`src/rtl/string_pkg.sv`:
```
// Shared string definitions for the string assembler and the downstream
// length stage: character/string widths, slot count and the assembler
// FSM state encoding.
package string_pkg;

  localparam int CHAR_W    = 8;
  localparam int MAX_CHARS = 8;
  localparam int STRING_W  = CHAR_W * MAX_CHARS;   // 64
  localparam int IDX_W     = $clog2(MAX_CHARS);    // 3
  localparam int COUNT_W   = $clog2(MAX_CHARS + 1); // 4, holds 0..8

  // FILL: collecting bytes. HOLD: completed string presented downstream.
  typedef enum logic {
    ST_FILL = 1'b0,
    ST_HOLD = 1'b1
  } asm_state_t;

  // Index of the last slot; a non-null byte written here completes a
  // string of full length with no terminator stored.
  localparam logic [IDX_W-1:0] LAST_IDX = IDX_W'(MAX_CHARS - 1);

endpackage : string_pkg

```
`src/rtl/string_assembler_char_index_counter.sv`:
```
// char_index_counter: 3-bit write index for the string assembler slots.
// Clear has priority over increment; o_last flags the final slot.
module char_index_counter
  import string_pkg::*;
(
  input  logic             clk,
  input  logic             rst_n,
  input  logic             i_clear,
  input  logic             i_inc,
  output logic [IDX_W-1:0] o_idx,
  output logic             o_last
);

  logic [IDX_W-1:0] r_idx;

  // Index register: reset/clear to slot 0, otherwise advance on each stored byte.
  // Incrementing from the last slot wraps to 0; the assembler is in HOLD then
  // and always clears the index before filling again.
  always_ff @(posedge clk) begin
    if (!rst_n) begin
      r_idx <= '0;
    end else if (i_clear) begin
      r_idx <= '0;
    end else if (i_inc) begin
      r_idx <= r_idx + 1'b1;
    end
  end

  assign o_idx  = r_idx;
  assign o_last = (r_idx == LAST_IDX);

endmodule : char_index_counter

```
`src/rtl/string_assembler.sv`:
```
// string_assembler: collects bytes into an 8-slot string, terminated by
// NULL_CHAR or by the eighth byte, and presents it as one 64-bit word.
// Optional feature macro: STRING_ASSEMBLER_COUNT_EN adds out_count, the
// number of non-null characters held.
//
// Handshakes: a byte moves on a rising edge where in_valid & in_ready;
// a string moves on a rising edge where out_valid & out_ready. in_ready
// is high only in FILL and out_valid only in HOLD, so neither depends
// combinationally on the other side. flush and rst_n override both.
module string_assembler
  import string_pkg::*;
#(
  parameter logic [7:0] NULL_CHAR = 8'h00
)
(
  input  logic        clk,
  input  logic        rst_n,
  input  logic [7:0]  in_char,
  input  logic        in_valid,
  output logic        in_ready,
  input  logic        flush,
  output logic [63:0] out_string,
  output logic        out_valid,
  input  logic        out_ready
`ifdef STRING_ASSEMBLER_COUNT_EN
  ,
  output logic [3:0]  out_count
`endif
);

  asm_state_t             r_state;
  asm_state_t             w_next_state;
  logic [CHAR_W-1:0]      r_slots [MAX_CHARS];
  logic [IDX_W-1:0]       w_idx;
  logic                   w_last;
  logic                   w_in_ready;
  logic                   w_out_valid;
  logic                   w_accept;
  logic                   w_is_null;
  logic                   w_store;
  logic                   w_terminate;
  logic                   w_xfer;
  logic                   w_clear;
  logic [STRING_W-1:0]    w_string;

  // Qualified events; flush suppresses both the byte accept and the transfer.
  assign w_accept    = in_valid & w_in_ready & ~flush;
  assign w_is_null   = (in_char == NULL_CHAR);
  assign w_store     = w_accept & ~w_is_null;
  assign w_terminate = w_accept & (w_is_null | w_last);
  assign w_xfer      = w_out_valid & out_ready & ~flush;
  assign w_clear     = flush | w_xfer;

  char_index_counter u_idx (
    .clk     (clk),
    .rst_n   (rst_n),
    .i_clear (w_clear),
    .i_inc   (w_store),
    .o_idx   (w_idx),
    .o_last  (w_last)
  );

  // FSM state register.
  always_ff @(posedge clk) begin
    if (!rst_n) begin
      r_state <= ST_FILL;
    end else begin
      r_state <= w_next_state;
    end
  end

  // FSM next state: terminator or eighth byte enters HOLD, transfer or flush returns to FILL.
  always_comb begin
    w_next_state = r_state;
    if (flush) begin
      w_next_state = ST_FILL;
    end else begin
      case (r_state)
        ST_FILL: if (w_terminate) w_next_state = ST_HOLD;
        ST_HOLD: if (out_ready)   w_next_state = ST_FILL;
        default:                  w_next_state = ST_FILL;
      endcase
    end
  end

  // FSM outputs: purely state-decoded, so no same-cycle input-to-output path.
  always_comb begin
    w_in_ready  = 1'b0;
    w_out_valid = 1'b0;
    case (r_state)
      ST_FILL: w_in_ready  = 1'b1;
      ST_HOLD: w_out_valid = 1'b1;
      default: w_in_ready  = 1'b1;
    endcase
  end

  assign in_ready  = w_in_ready;
  assign out_valid = w_out_valid;

  // Slot registers: all slots return to NULL_CHAR on reset/flush/transfer, so
  // slots at or beyond the index already read as padding when a terminator arrives.
  always_ff @(posedge clk) begin
    if (!rst_n || w_clear) begin
      for (int k = 0; k < MAX_CHARS; k++) begin
        r_slots[k] <= NULL_CHAR;
      end
    end else if (w_store) begin
      r_slots[w_idx] <= in_char;
    end
  end

  // Pack slots little-end first: slot 0 lands in bits [7:0].
  always_comb begin
    w_string = '0;
    for (int k = 0; k < MAX_CHARS; k++) begin
      w_string[k*CHAR_W +: CHAR_W] = r_slots[k];
    end
  end

  assign out_string = w_string;

`ifdef STRING_ASSEMBLER_COUNT_EN
  logic [COUNT_W-1:0] r_count;

  // Non-null character count, tracking the slot writes one for one.
  always_ff @(posedge clk) begin
    if (!rst_n || w_clear) begin
      r_count <= '0;
    end else if (w_store) begin
      r_count <= r_count + 1'b1;
    end
  end

  assign out_count = r_count;
`endif

endmodule : string_assembler
```
`config.mk`:
```
export PLATFORM = sky130hd
export DESIGN_NAME = string_assembler
export DESIGN_NICKNAME = d
export VERILOG_FILES = /design/src/rtl/string_pkg.sv /design/src/rtl/string_assembler_char_index_counter.sv /design/src/rtl/string_assembler.sv
export SDC_FILE = /design/constraint.sdc
export NUM_CORES = 1
export LEC_CHECK = 0
export CORE_UTILIZATION = 35
export DETAILED_ROUTE_END_ITERATION = 8
export PLACE_DENSITY_LB_ADDON = 0.05
export SYNTH_ARGS = -nofsm -noshare
export SYNTH_HDL_FRONTEND = slang
export SYNTH_SLANG_ARGS = --single-unit
```
`constraint.sdc`:
```
create_clock -name clk -period 3.45 [get_ports clk]
set_clock_uncertainty 0.2 [all_clocks]
set_input_delay 0.69 -clock clk [delete_from_list [all_inputs] [get_ports clk]]
set_output_delay 0.69 -clock clk [all_outputs]
set_load 0.005 [all_outputs]
```
# Word level (Yosys, flattened, before mapping)
# Memories as Yosys holds them, arrays and structs flattened.
# Index checks and enable logic that the tools add are counted.
# totals
n_memories,1
romBits,0
word_cells,36
inputBits,13
mem_bits_rw,64
register_bits,4
out_inout_bits,66
latchBits,0
# memory_table
name,depth,word_bits,read_ports,rd_ports_with_merged_regs,write_ports,line,rtl
r_slots,8,8,8,0,8,string_assembler.sv:33,logic [CHAR_W-1:0] r_slots [MAX_CHARS];
# op_classes
div,0
mux,13
n_lt_le_gt_ge,0
addsub,1
eq_ne,1
n_reduce_logical,6
multipliers,0
shifts,0
bitwise_logic,12
# op_table
operator,n
2-to-1 mux 1 bit,10
zero test 8 bit,1
2-to-1 mux 8 bit,1
OR reduction 8 bit,1
AND 1 bit,6
inverter 1 bit,4
OR reduction 2 bit,2
adder 3 x 1 -> 3 bit (second input constant),1
equality test 3 bit (second input constant),1
2-to-1 mux 3 bit,1
OR 1 bit,2
case mux 1 bit (2 select lines),1
zero test 1 bit,1
logical OR 1 bit,1

# Longest topological paths before layout
# Gate-level depths: netlist of the first run.
# logic_depth
depth_word,9
ltp_mapped,5
mapped_depth_nobuf,4

# Modules after synthesis
# A second synthesis of the first run with hierarchy kept.
# hier_totals
hier_cells,195
hier_area_um2,2625.0
# by_module_without_submodules
mod,seq_area_each_um2,area_per_inst_um2,n_inst,cells_each
string_assembler,1941.9,2493.6,1,183
char_index_counter,60.1,131.4,1,12

# Worst setup path after synthesis of the first run
# No wires, ideal clock.
# synth_timing
kind,input -> register
startpoint,in flush
endpoint,mem r_slots[6][0] (enable)
arrival_time_ns,2.024
path_buffers,0
slack_ns,0.842
cell_stages,3
setup_ns,0.384
required_ns,2.866
path_cell_list,nor4b_2 > o21ai_2 > o21ai_0
# synth_rtl
element,line,rtl
start: declaration,string_assembler.sv:21,"input logic flush,"
end: declaration,string_assembler.sv:33,

==> impl_metrics.csv, run 1 <==
group,metric,value,unit
yosys,synth_nets,210,
critical_path,r2r_setup_slack,1.05,ns
yosys,syn_avg_cell_area,13.6,um2
critical_path,r2r_end,"r_slots[0][7]$_SDFFCE_PN0P_",
cells_and_area,syn_to_final_growth,44.3,%
detailed_routing,routedWlPerCell,15.6,um
detailed_routing,wl,6160,um
pwr,p_int,0.00134,W
detailed_routing,dr_total_vias,1843,
detailed_routing,drt_first_pass_iters,4,
global_routing,gr-usage-all-layers,16.9,%
global_routing,grt_pass1_vias,1778,
timing,hold_violations,0,
floorplanning,die_x,89.0,um
critical_path,reg2reg_depth,3,
clock_network,clockRootBuffer,"clkbuf_8",
timing,drv_slew,0,
detailed_routing,drcViolationCount,0,
detailed_routing,vias_per_cell,4.67,
global_routing,grt_overflow,0,
timing,setup_violations,0,
floorplanning,rows,31,
critical_path,critPathLaunchType,"input pin",
clock_network,cts_tree,"done",
flow_run,maxCapViolCount,0,
cells_and_area,final_util,52.5,%
yosys,synth_warnings,0,
critical_path,rr_startpoint,"u_idx.o_idx[0]$_SDFFE_PP0P_",
critical_path,critPathKind,"in -> reg",
place,port_buffers,78,
pwr,netSwitchingPower,0.000369,W
pwr,ir_drop,171,uV
clock_network,path_clk_slew,0.07,ns
clock_network,cts_hold_buf,0,
cells_and_area,drive_gt1_share,13.5,%
cells_and_area,n_antenna_cell,0,
yosys,yosys_register_bits,68,
timing,fmax,349,MHz
floorplanning,die_area,0.00793,mm2
pwr,p_sw_share,21.5,%
clock_network,numCtsBuffers,9,
clock_network,postCtsSetupBuffers,0,
min_path,worstHoldStart,"u_idx.o_idx[0]$_SDFFE_PP0P_",
clock_network,insertion_delay,0.33,ns
yosys,netlist_instances,195,
clock_network,cts_max_path_buffers,2,
min_path,min_to,"u_idx.o_idx[0]$_SDFFE_PP0P_",
pwr,clock_power_share,36.8,%
floorplanning,core-area,0.00729,mm2
min_path,hp-class,"reg -> reg",
timing,min_period_over_period,83.0,%
timing,rsz0062_at_grt,"false",
timing,relSlewSlack,19.5,%
clock_network,htree_levels,3,
timing,setup_tns,0,ns
yosys,syn-cell-area,0.00265,mm2
critical_path,required,3.20,ns
clock_network,cts_sinks,68,
global_routing,grt_pass1_wl,9420,um
min_path,hold_depth,2,
yosys,synth_cell_type_count,24,
yosys,synth-seq-area-share,75.5,%
place,dp_hpwl,4460,um
pwr,p_comb_share,8.2,%
pwr,power_frac_seq,55.1,%
detailed_routing,drtIter0Drc,81,
timing,worst_pin_slew,1.20,ns
floorplanning,start_util,36.4,%
run_status,status,"finished, final reports clean",
critical_path,critPathMaxFanout,8,
timing,min_period,2.86,ns
clock_network,cts_resized,0,
cells_and_area,fill_cells,674,
cells_and_area,nNetsFinal,306,
floorplanning,ioPinCount,79,
pwr,p_leak,1.34,nW
floorplanning,dieHeight,89.0,um
cells_and_area,instances_no_fill,395,
critical_path,critPathArrivalTime,2.61,ns
detailed_routing,antenna_left,0,
critical_path,critPathCaptureType,"flop",
place,gp_congestion,0.801,
timing,hold_slack,0.363,ns
global_routing,antenna_found_initial,0,
pwr,powerDensity,448,mW/mm2
place,dp_cells,379,
global_routing,grt_max_degree,18,
==> registers in the layout (all words and copies together) (netlist names) <==
| register | count |
|---|---|
| u_idx.o_idx | 3 |
| r_state | 1 |
| r_slots | 64 |
==> placed cells by master (no fill, tap or decap), types with 3 or more instances in the layout <==
master,count
nor2_1,66
clkbuf_8,9
dfxtp_1,4
clkdlybuf4s50_1,78
nand2_1,17
mux2i_1,3
o21ai_0,9
nand3_1,5
edfxtp_1,64
buf_4,16
==> critical path, stage by stage <==
cell and delay [ns]:
clkdlybuf4s50_1 0.54, nor4b_2 0.30, o21ai_2 0.13, o21ai_0 0.95
==> worst max path at each step <==
stage	slack (ns)	to	start	cells past startpoint
floorplan	0.84	r_slots[6][0]$_SDFFCE_PN0P_	flush	3
global placement	0.28	r_slots[0][6]$_SDFFCE_PN0P_	in_valid	4
detailed placement	0.20	r_slots[0][6]$_SDFFCE_PN0P_	in_valid	4
CTS	0.56	r_slots[0][7]$_SDFFCE_PN0P_	in_valid	4
global route	0.42	r_slots[0][7]$_SDFFCE_PN0P_	in_valid	4
finish	0.59	r_slots[0][7]$_SDFFCE_PN0P_	in_valid	4
==> synth_stat cells, drive strengths merged <==
master	n	area (um2)
o211a	1	17.5
mux2i	3	30.0
nor2	66	248
dfxtp	4	80.1
nand4	1	12.5
nand3	5	25.0
nor4bb	1	10.0
inv	1	3.75
nor4b	1	15.0
o221a	1	11.3
o21bai	1	7.51
nand4b	2	30.0
or4	2	22.5
clkbuf	2	7.51
nand4bb	1	11.3
buf	7	35.0
edfxtp	64	1920
and2	1	6.26
nand2	17	63.8
o21ai	10	53.8
nand3b	1	7.51
ha	2	25.0
nor2b	1	6.26
==> metrics by stage <==
| stage | area (um2) | setup slack, ns | total power (W) |
|---|---|---|---|
| after floorplan | 2650 | 0.842 | 0.000998 |
| after global placement | 3630 | 0.279 | 0.00110 |
| after detailed placement | 3630 | 0.200 | 0.00110 |
| after CTS | 3820 | 0.557 | 0.00173 |
| after global routing | 3820 | 0.416 | 0.00178 |
| final | 3820 | 0.587 | 0.00171 |
==> cell type report <==
cell class | count | area [um2] | share of cell area, %
flip-flops and latches | 68 | 2000 | 52.3
clock buffers | 9 | 124 | 3.24
multi-input cells | 117 | 603 | 15.8
inverters | 1 | 3.75 | 0.0981
clock inverters | 7 | 67.6 | 1.77
well taps | 99 | 124 | 3.24
repair buffers | 94 | 901 | 23.6
==> logic make-up (layout without fill, tap and decap cells) <==
group	Yosys count	after routing	share of synthesized area, %
compound gates	13	13	3.40
mux	3	3	1.13
simple gates	99	99	17.3
flops	68	68	75.5
buf+inv	10	111	1.75
fa+ha+maj	2	2	0.944
==> layer usage <==
layer  GRT usage [%]  wire (um)  up-vias
li1                -          -      878
met1            24.5       2890      880
met2            23.3       2680       71
met3            3.69        427       14
met4            10.2        157        0
met5               0          0        -
==> power groups by stage <==
stage               registers, W  clock network [W]   logic, W
floorplan               0.000965                  0  0.0000327
global placement        0.000963                  0   0.000140
detailed placement      0.000963                  0   0.000141
CTS                     0.000944           0.000641   0.000141
global route            0.000946           0.000681   0.000151
finish                  0.000943           0.000630   0.000140
No activity file was read; power rests on OpenSTA's default activity.
==> inputs of run 2 (changes only) <==
==> constraint.sdc (replaced) <==
create_clock -name clk -period 2.5 [get_ports clk]
set_clock_uncertainty 0.2 [all_clocks]
set_input_delay 0.5 -clock clk [delete_from_list [all_inputs] [get_ports clk]]
set_output_delay 0.5 -clock clk [all_outputs]
set_load 0.005 [all_outputs]
==> run 2 against run 1 <==
Against the previous run: sequential power grew 38%; critical path type unchanged; clock-buffer cell count is the same; worst setup slack lost 0.29 ns; design area grew 5.2%; critical path depth grew 2; clock power grew 92%; first-iteration DRC count grew 62%; register-to-register slack lost 0.53 ns; largest power group unchanged; cell count grew 4.1%; via count grew 1.8%; power grew 59%.
==> impl_metrics.csv, run 2 (same netlist as run 1, synthesis figures left out) <==
group,metric,value,unit
run_status,status,"finished, final reports clean",
critical_path,critPathMaxFanout,8,
timing,rsz0062_at_grt,"false",
detailed_routing,drcViolationCount,0,
detailed_routing,antenna_left,0,
global_routing,antenna_found_initial,0,
place,post-place-ws,-0.0767,ns
pwr,powerDensity,675,mW/mm2
detailed_routing,vias_per_cell,4.57,
clock_network,postCtsSetupBuffers,0,
critical_path,r2r_end,"r_slots[1][1]$_SDFFCE_PN0P_",
critical_path,reg2reg_depth,5,
cells_and_area,mostFrequentLayoutCells,"clkdlybuf4s50_1, nor2_1, edfxtp_1",
critical_path,required,2.41,ns
clock_network,insertion_delay,0.34,ns
clock_network,cts_max_path_buffers,2,
detailed_routing,dr_total_vias,1877,
clock_network,cts_resized,0,
timing,setup_violations,0,
cells_and_area,n_antenna_cell,0,
critical_path,r2r_setup_slack,0.52,ns
cells_and_area,drive_gt1_share,18.3,%
detailed_routing,drtIter0Drc,131,
critical_path,cp-endpoint,"r_slots[1][1]$_SDFFCE_PN0P_",
pwr,p_leak,1.45,nW
clock_network,path_clk_slew,0.08,ns
critical_path,critPathLaunchType,"input pin",
flow_run,maxCapViolCount,0,
place,port_buffers,78,
detailed_routing,routedWlPerCell,15.1,um
min_path,hp-class,"reg -> reg",
timing,worst_pin_slew,0.319,ns
timing,layout_setup_ws,0.298,ns
cells_and_area,syn_to_final_growth,51.8,%
global_routing,grt_pass1_vias,1804,
floorplanning,start_util,36.4,%
global_routing,gr-usage-all-layers,17.2,%
cells_and_area,fill_cells,640,
clock_network,htree_levels,3,
cells_and_area,final_common_cell,"clkdlybuf4s50_1",
global_routing,grt_pass1_wl,9450,um
min_path,hold_depth,2,
timing,min_period_over_period,88.1,%
floorplanning,rows,31,
place,dp_hpwl,4510,um
floorplanning,ioPinCount,79,
floorplanning,core-area,0.00729,mm2
critical_path,critPathCaptureType,"flop",
cells_and_area,largest_register_ffs,64,
clock_network,cts_hold_buf,0,
timing,hold_violations,0,
place,gp_congestion,0.719,
clock_network,clockRootBuffer,"clkbuf_8",
detailed_routing,wl,6190,um
critical_path,rr_startpoint,"u_idx.o_idx[0]$_SDFFE_PP0P_",
critical_path,crit_start,"in_char[4]",
timing,relSlewSlack,78.5,%
timing,drv_slew,0,
critical_path,critPathKind,"in -> reg",
global_routing,grt_max_degree,17,
timing,min_period,2.20,ns
clock_network,numCtsBuffers,9,
timing,fmax,454,MHz
global_routing,grt_overflow,0,
pwr,ir_drop,298,uV
detailed_routing,drt_first_pass_iters,4,
cells_and_area,nNetsFinal,322,
critical_path,critPathArrivalTime,2.11,ns
clock_network,cts_sinks,68,
floorplanning,die_area,0.00793,mm2
floorplanning,die_x,89.0,um
pwr,finalPower,0.00272,W
clock_network,cts_tree,"done",
cells_and_area,largest-register,"r_slots",
floorplanning,dieHeight,89.0,um
run 2: through the flow:
| stage | util, % | cells | area, um2 | TNS (ns) | hold slack, ns |
|---|---|---|---|---|---|
| CTS | 55.2 | 411 | 4020 | 0 | 0.351 |
| finish | 55.2 | 411 | 4020 | 0 | 0.342 |
| floorplan | - | 195 | 2650 | 0 | 0.291 |
| global route | 55.2 | 411 | 4020 | 0 | 0.377 |
| detailed placement | 51.5 | 395 | 3750 | -1.51 | 0.341 |
| global placement | 51.5 | 395 | 3750 | -1.05 | 0.332 |
run 2: cell type report:
class	instances	area, um2	area share (%)
inverters	1	3.75	0.0933
well taps	99	124	3.08
clock inverters	7	146	3.64
repair buffers	110	1020	25.4
flip-flops and latches	68	2000	49.8
multi-input cells	117	603	15.0
clock buffers	9	124	3.08
run 2: worst min path at each step:
stage | slack, ns | end | from
3_5_place_dp | 0.34 | u_idx.o_idx[0]$_SDFFE_PP0P_ | u_idx.o_idx[0]$_SDFFE_PP0P_
4_1_cts | 0.35 | u_idx.o_idx[0]$_SDFFE_PP0P_ | u_idx.o_idx[0]$_SDFFE_PP0P_
6_report | 0.34 | u_idx.o_idx[0]$_SDFFE_PP0P_ | u_idx.o_idx[0]$_SDFFE_PP0P_
3_3_place_gp | 0.33 | u_idx.o_idx[0]$_SDFFE_PP0P_ | u_idx.o_idx[0]$_SDFFE_PP0P_
5_1_grt | 0.38 | u_idx.o_idx[0]$_SDFFE_PP0P_ | u_idx.o_idx[0]$_SDFFE_PP0P_
2_1_floorplan | 0.29 | u_idx.o_idx[0]$_SDFFE_PP0P_ | u_idx.o_idx[0]$_SDFFE_PP0P_
run 2: worst max-delay path, stage by stage:
cell,delay [ns]
clkdlybuf4s50_1,0.44
or4_4,0.54
o21ai_0,0.18
buf_4,0.15
o21ai_0,0.10
buf_4,0.20
run 2: power by group:
group	leakage [nW]	total, W	switching (W)	internal (W)
logic	0.571	0.000207	0.0000827	0.000125
registers	0.746	0.00130	0.0000148	0.00129
clock network	0.134	0.00121	0.000437	0.000772
run 2: layer usage:
layer / GRT usage [%] / vias up / share of wire [%]
li1: - / 913 / -
met3: 5.45 / 7 / 7.8
met5: 0 / - / 0
met2: 26.7 / 80 / 46
met1: 23.2 / 877 / 45
met4: 5.63 / 0 / 1.1
==> variant, RTL diff (flow settings as in run 1) <==
Build with the macro `STRING_ASSEMBLER_COUNT_EN` defined.
--- a/src/rtl/string_assembler.sv
+++ b/src/rtl/string_assembler.sv
@@ -7,6 +7,8 @@
 // a string moves on a rising edge where out_valid & out_ready. in_ready
 // is high only in FILL and out_valid only in HOLD, so neither depends
 // combinationally on the other side. flush and rst_n override both.
+`define STRING_ASSEMBLER_COUNT_EN
+
 module string_assembler
   import string_pkg::*;
 #(
Check against the original RTL (old outputs only; new: out_count): equivalent (Yosys induction, for registers that start in step).
==> variant against run 1 <==
Total power rose by 9.2%; area after synthesis grew 11%; sequential power is 5.0% higher; setup slack got worse by 0.030 ns; cell area is 9.7% higher; worst hold slack worse by 0.066 ns; wire length increased by 4.4%; clock power rose by 16%; largest power group unchanged; non-clock buffer count grew 2; combinational power increased by 9%; register-to-register slack improved by 0.03 ns; sequential cell count is 4 higher.
==> variant: results <==
[run_status]
status = complete, no violations

[placed_design]
portBuffers = 82
hpwl_mm = 4.61
place.gp.congestion = 0.730

[synth]
synthDistinctLibCells = 28
synthTopCellsByArea = edfxtp_1, and2_1, dfxtp_1
synth-seq-area-share = 0.704
syn-num-nets = 219
synth_commonest_cells = and2_1, edfxtp_1, nand2_1, dfxtp_1, a21oi_1

[critical_path]
cp_slowest_cell = clkdlybuf4s50_1
crit_end = r_slots[1][0]$_SDFFCE_PN0P_
cpPeakStageDelay_ns = 0.54
crit_start = in_char[1]
cpLargestDelayFamily = buffers and inverters
crit_arrival_ns = 2.69
cp_max_fo = 9
ff2ff_path_depth = 5
r2r-start = r_state$_SDFF_PP0_
rrSetupSlack_ns = 1.08

[global_routing]
grt_pass1_vias = 1817
gr-usage-met2 = 0.260
grt_usage = 0.159
grt_max_degree = 14
grt_pass1_wl_mm = 10.2
grt.met1_usage = 0.212
grt_use_met3 = 0.0275

[final_layout]
nets = 321
drive_gt1_frac = 0.126

[sta]
worstMarginPinSlew_ns = 1.07

[power]
pg_comb_uw = 152
p_clk_frac = 0.389
p_leak_uw = 0.00157
p_comb_frac = 0.081
intPower_uw = 1480

[worst_hold_path]
hp-start = out_count[3]$_SDFFE_PP0P_
hold_path.class = reg2reg

[clock_tree]
clk_pin_slew_ns = 0.07

[detailed_routing]
drt-initial-drc-count = 84
vias = 1872
[variant: kinds of logic (layout without fill, tap and decap cells)]
group	Yosys count	after routing	share of synthesized area
compound gates	14	14	0.0275
xor+xnor	2	2	0.00593
fa+ha+maj	3	3	0.0127
buf+inv	8	115	0.0152
flops	72	72	0.704
simple gates	104	104	0.234
[variant: area by class of cell]
type / instances / area (um2)
clock buffers: 10 / 128
well taps: 105 / 131
multi-input cells: 123 / 828
fillers: 748 / 3980
clock inverters: 6 / 90.1
flip-flops and latches: 72 / 2080
inverters: 3 / 11.3
repair buffers: 96 / 926
[variant: tightest hold or removal path, stage by stage, from the launching register on]
cell     delay, ns
dfxtp_1       0.32
o21ai_0       0.07
a21oi_1       0.06
[variant: worst min path at each step]
stage                                 to  depth (start not counted)
2_1_floorplan  out_count[3]$_SDFFE_PP0P_                          2
3_3_place_gp   out_count[3]$_SDFFE_PP0P_                          2
3_5_place_dp   out_count[3]$_SDFFE_PP0P_                          2
4_1_cts        out_count[3]$_SDFFE_PP0P_                          2
5_1_grt        out_count[3]$_SDFFE_PP0P_                          2
6_report       out_count[3]$_SDFFE_PP0P_                          2
[variant: metrics by stage]
step | hold WS [ns] | util | cells | area [um2] | setup WS (ns)
final | 0.297 | 0.513 | 415 | 4200 | 0.557
after global routing | 0.324 | 0.513 | 415 | 4200 | 0.398
after global placement | 0.275 | 0.487 | 399 | 3980 | 0.224
after CTS | 0.297 | 0.513 | 415 | 4200 | 0.551
after detailed placement | 0.282 | 0.487 | 399 | 3980 | 0.193
after floorplan | 0.274 | - | 203 | 2960 | 0.897
[variant: metal layers]
layer / share of wire / wire length (um)
met1: 0.45 / 2870
met2: 0.49 / 3160
met3: 0.053 / 340
met4: 0.0098 / 63
met5: 0 / 0
